$ cat config.mk
export PLATFORM = sky130hd
export DESIGN_NAME = a_register_block
export DESIGN_NICKNAME = d
export VERILOG_FILES = /design/src/rtl/a_register_block_pkg.sv /design/src/rtl/a_register_block_pipe_reg.sv /design/src/rtl/a_register_block.sv
export SDC_FILE = /design/constraint.sdc
export NUM_CORES = 1
export LEC_CHECK = 0
export ABC_AREA = 1
export CAP_MARGIN = 40
export CORE_ASPECT_RATIO = 0.9
export CORE_UTILIZATION = 51
export CTS_CLUSTER_DIAMETER = 40
export DETAILED_ROUTE_END_ITERATION = 8
export GPL_ROUTABILITY_DRIVEN = 0
export PLACE_DENSITY_LB_ADDON = 0.08
export SYNTH_ARGS = -nofsm -noshare
export SYNTH_HDL_FRONTEND = slang
export SYNTH_HIERARCHICAL = 1
export SYNTH_SLANG_ARGS = --single-unit
export TNS_END_PERCENT = 1
$ cat constraint.sdc
create_clock -name clk -period 3.6 [get_ports clk]
set_clock_uncertainty 0.05 [all_clocks]
set_input_delay 0.36 -clock clk [delete_from_list [all_inputs] [get_ports clk]]
set_output_delay 0.36 -clock clk [all_outputs]
set_load 0.01 [all_outputs]
$ cat src/rtl/a_register_block_pkg.sv
// Shared constants for the A-operand input stage: default widths, AREG encodings
// and the bit order of the 5-bit serial configuration word.
package a_register_block_pkg;

    localparam int A_WIDTH_DEF  = 30;
    localparam int AD_WIDTH_DEF = 27;
    localparam int CFG_LEN      = 5;

    // Position of each field in the configuration shift register (bit 0 shifts in first).
    localparam int CFG_A_INPUT  = 0;
    localparam int CFG_AREG_LO  = 1;
    localparam int CFG_AREG_HI  = 2;
    localparam int CFG_ACASCREG = 3;
    localparam int CFG_RSTA_INV = 4;

    typedef enum logic [1:0] {
        AREG_COMB = 2'd0,
        AREG_ONE  = 2'd1,
        AREG_TWO  = 2'd2
    } areg_e;

    // 2'b11 aliases to two stages; a frozen input stage always uses two stages.
    function automatic areg_e eff_areg(input logic [1:0] raw, input logic freeze);
        areg_e r;
        if (freeze) begin
            r = AREG_TWO;
        end else begin
            case (raw)
                2'd0:    r = AREG_COMB;
                2'd1:    r = AREG_ONE;
                default: r = AREG_TWO;
            endcase
        end
        return r;
    endfunction

endpackage

$ cat src/rtl/a_register_block_pipe_reg.sv
// Width-parameterised pipeline register used for the A1 and A2 stages:
// asynchronous reset, synchronous clear with priority over the clock enable.
module a_pipe_reg #(
    parameter int WIDTH = 30
) (
    input  logic             clk,
    input  logic             reset,
    input  logic             clr,
    input  logic             ce,
    input  logic [WIDTH-1:0] d,
    output logic [WIDTH-1:0] q
);

    logic [WIDTH-1:0] q_q;
    logic [WIDTH-1:0] q_d;

    // Next-state: clear beats enable, otherwise hold.
    always_comb begin
        if (clr) begin
            q_d = {WIDTH{1'b0}};
        end else if (ce) begin
            q_d = d;
        end else begin
            q_d = q_q;
        end
    end

    // State register.
    always_ff @(posedge clk or posedge reset) begin
        if (reset) begin
            q_q <= {WIDTH{1'b0}};
        end else begin
            q_q <= q_d;
        end
    end

    assign q = q_q;

endmodule

$ cat src/rtl/a_register_block.sv
// A-operand input stage: A/ACIN select, 0/1/2-stage pipeline, output muxing
// and the serially loaded static configuration.
module a_register_block
    import a_register_block_pkg::*;
#(
    parameter int   A_WIDTH       = A_WIDTH_DEF,
    parameter int   AD_WIDTH      = AD_WIDTH_DEF,
    parameter logic input_freezed = 1'b0
) (
    input  logic                clk,
    input  logic                reset,
    input  logic [A_WIDTH-1:0]  A,
    input  logic [A_WIDTH-1:0]  ACIN,
    input  logic                CEA1,
    input  logic                CEA2,
    input  logic                RSTA,
    input  logic                INMODE0,
    output logic [AD_WIDTH-1:0] A2A1,
    output logic [A_WIDTH-1:0]  A_ALU,
    output logic [A_WIDTH-1:0]  ACOUT,
    input  logic                configuration_input,
    input  logic                configuration_enable,
    output logic                configuration_output
);

    logic [CFG_LEN-1:0] cfg_q;
    logic [CFG_LEN-1:0] cfg_d;
    areg_e              areg_s;
    logic               is_two_s;
    logic               rsta_x_s;
    logic [A_WIDTH-1:0] a_sel_s;
    logic [A_WIDTH-1:0] a1_s;
    logic [A_WIDTH-1:0] a2_s;
    logic [A_WIDTH-1:0] a2_d_s;
    logic [A_WIDTH-1:0] a2a1_src_s;

    // Config chain next-state: shift toward IS_RSTA_INVERTED while enabled.
    always_comb begin
        if (configuration_enable) begin
            cfg_d = {cfg_q[CFG_LEN-2:0], configuration_input};
        end else begin
            cfg_d = cfg_q;
        end
    end

    // Config chain register.
    always_ff @(posedge clk or posedge reset) begin
        if (reset) begin
            cfg_q <= {CFG_LEN{1'b0}};
        end else begin
            cfg_q <= cfg_d;
        end
    end

    assign configuration_output = cfg_q[CFG_RSTA_INV];
    assign areg_s   = eff_areg({cfg_q[CFG_AREG_HI], cfg_q[CFG_AREG_LO]}, input_freezed);
    assign is_two_s = (areg_s == AREG_TWO);
    assign rsta_x_s = RSTA ^ cfg_q[CFG_RSTA_INV];
    assign a_sel_s  = cfg_q[CFG_A_INPUT] ? ACIN : A;
    assign a2_d_s   = is_two_s ? a1_s : a_sel_s;

    // A1 only moves in two-stage mode; A2 keeps running in every mode.
    a_pipe_reg #(.WIDTH(A_WIDTH)) u_a1 (
        .clk   (clk),
        .reset (reset),
        .clr   (is_two_s & rsta_x_s),
        .ce    (is_two_s & CEA1),
        .d     (a_sel_s),
        .q     (a1_s)
    );

    a_pipe_reg #(.WIDTH(A_WIDTH)) u_a2 (
        .clk   (clk),
        .reset (reset),
        .clr   (rsta_x_s),
        .ce    (CEA2),
        .d     (a2_d_s),
        .q     (a2_s)
    );

    // Output muxing.
    always_comb begin
        case (areg_s)
            AREG_COMB: A_ALU = a_sel_s;
            default:   A_ALU = a2_s;
        endcase
        if (is_two_s && cfg_q[CFG_ACASCREG]) begin
            ACOUT = a1_s;
        end else begin
            ACOUT = A_ALU;
        end
        if (is_two_s && INMODE0) begin
            a2a1_src_s = a1_s;
        end else begin
            a2a1_src_s = A_ALU;
        end
        A2A1 = a2a1_src_s[AD_WIDTH-1:0];
    end

endmodule

==> qor.txt <==
Cts hold-fix bufs: 0
Clock net sink count: 65
Final wirelength: 16,200 um
Placed Area: 6350 um^2
Slew headroom: 0.471
Reg2reg end: u_a1/q[20]
Area growth syn-to-layout: 35.3%
Worst setup EP type: primary output
Mapped Nets: 834
DR vias/cell: 5.59
# setup viols final: 0
Vias in the first global route: 5,577
Share of layout cells above drive strength 1: 0.0508
Max-Cap Viols: 0
Routed length per instance: 15.8 um
Die Width: 105 um
Ports: 156
Power Dens Cells: 495 nW/um^2
CP Class: flip-flop to primary output
Die height: 94.3 um
Final core utilization: 0.713
Worst-path cell chain: inv_2 -> nand2_1 -> nand3_1 -> nand3_1 -> nand2_1 -> clkdlybuf4s50_1
Critical Path AT: 2740 ps
Critical path startpoint category: flip-flop
Maximum vdd drop: 0.000275 V
Reg-to-Reg Start: cfg_q[2]
Post_cts resized: 0
Longest Clk Path Bufs: 2
Total gr overflow: 0
Synth Register Bits: 65
Max Clock Freq: 0.318 GHz
Crit path time final: 3150 ps
FF-to-FF path depth: 7
Core area: 9170 um^2
Final TNS setup: 0 ps
Final std cells w/o fill: 1,027
Crit path to: A2A1[14]
RSZ-0062 raised after global routing: false
Syn Inst Count: 766
Worst-margin pin slew: 791 ps
Hold Path Class: primary input to async pin
Crit. Startpoint: cfg_q[0]
Final hold slack: 217 ps
Yosys warnings: 6
Status: finished clean
Lkg Pwr: 3.40 nW
CP Data Required Time: 3190 ps
Via Count: 5,741
Post-route cell area: 6540 um^2
TritonCTS clock tree: yes
Drt pass-1 iters: 5
DPL Wire Length: 10,600 um
Largest net degree at the start of global routing: 64
GRT Resource Usage Total: 0.334
DR iter-0 viols: 404
Cell Area, Synth: 4830 um^2
Cts bufs inserted: 9
Worst path depth: 6
DRC errors left: 0
Std-Cell Rows: 33
Setup repair bufs after CTS: 0
CTS root buf: clkbuf_8
# port buffers: 155
Placed cells: 1,011
CTS H-Tree Depth: 3
Worst path max stage delay: 620 ps
Starting Density: 0.527
Fin. Hold Viols: 0
Reg2reg setup slack: 1250 ps
Filler cells: 800
Clk Latency, worst-skew pair: 350 ps
Final net count: 968
N_diodes: 0
Worst path bufs/invs: 2
CP Max Fanout: 31
Die footprint: 9870 um^2
Register area share after synthesis: 0.337
Top delay family on crit path: buffers and inverters
CP max stage cell: dfrtp_1
Mean post-synth cell area: 6.31 um^2
Clock slew seen by the registers of the worst setup and hold paths: 70 ps
Count of different cell masters after synthesis: 19
First-pass GRT wire length: 26,100 um
Post-DRT Antenna Nets: 0
Final period util: 0.875
Antenna violations before repair: 0
Final slew viol count: 0
through the flow:
stage / setup WS [ps] / power (mW)
finish: 451 / 3.23
global route: 352 / 3.43
CTS: 474 / 3.23
detailed placement: 906 / 2.60
global placement: 1010 / 2.53
floorplan: 2070 / 1.85
metal layers:
metal	routed length, um	GRT usage	up-vias
met3	1780	0.0828	49
met2	7790	0.577	375
li1	-	-	2708
met1	6270	0.400	2609
met4	407	0.144	0
met5	0	0	-
layout by cell type, fill, tap and decap left out, drive strengths merged:
master and instances:
bufinv 1, or2 1, and2 30, o21ai 4, inv 42, a31oi 30, dfrtp 65, nor2 34
nand3 147, clkbuf 13, a21oi 2, buf 15, clkinv 2, clkdlybuf4s50 155, nand2 364
synthesized netlist by cell type:
library cell  instances  area, um^2
o21ai_0               4        20.0
nand2_1             353        1330
a21oi_1               2        10.0
clkbuf_8              6        82.6
or2_2                 1        6.26
buf_1                 5        18.8
buf_4                 5        37.5
a31oi_1              30         188
buf_2                15        75.1
inv_1                39         146
buf_6                12         135
and2_1               30         188
nor2_4                2        22.5
dfrtp_1              65        1630
nor2_1               32         120
nand2_2              11        68.8
nand3_1             147         736
inv_2                 3        11.3
clkbuf_1              4        15.0
logic make-up (layout without fill, tap and decap cells):
family | after synthesis | after routing | synth area share
AO/OA/AOI/OAI | 36 | 36 | 0.0451
buffers and inverters | 89 | 228 | 0.108
flip-flops | 65 | 65 | 0.337
AND/OR/NAND/NOR | 576 | 576 | 0.510
worst reg2reg max path, delay by kind of cell (launching register included):
| kind | cells | cell delay, ps |
|---|---|---|
| compound gates | 1 | 210 |
| buf+inv | 4 | 1400 |
| flops | 1 | 440 |
| simple gates | 2 | 190 |
power by group:
| part | internal, mW | switching [mW] |
|---|---|---|
| Combinational | 0.784 | 0.848 |
| Clock | 0.338 | 0.280 |
| Sequential | 0.861 | 0.121 |
state kept, by name (all words and copies together) (netlist names):
signal / cells
u_a1/q: 30
u_a2/q: 30
cfg_q: 5
final cells by class:
class	instances	area [um^2]	area share
well taps	122	153	0.0234
multi-input cells	612	2690	0.411
inverters	42	158	0.0241
clock buffers	13	149	0.0228
clock inverters	3	40.0	0.00613
flip-flops and latches	65	1630	0.249
repair buffers	170	1720	0.264
worst min path at each step:
stage / from / to / slack (ps) / cells after the start
floorplan: reset / cfg_q[0] / 90 / 1
global placement: u_a2/q[28] / u_a2/q[28] / 400 / 2
detailed placement: u_a2/q[14] / u_a2/q[14] / 410 / 2
CTS: reset / cfg_q[2] / 210 / 2
global route: reset / cfg_q[0] / 240 / 2
finish: reset / cfg_q[2] / 220 / 2
Note: power is estimated with default switching activity, not from simulation.
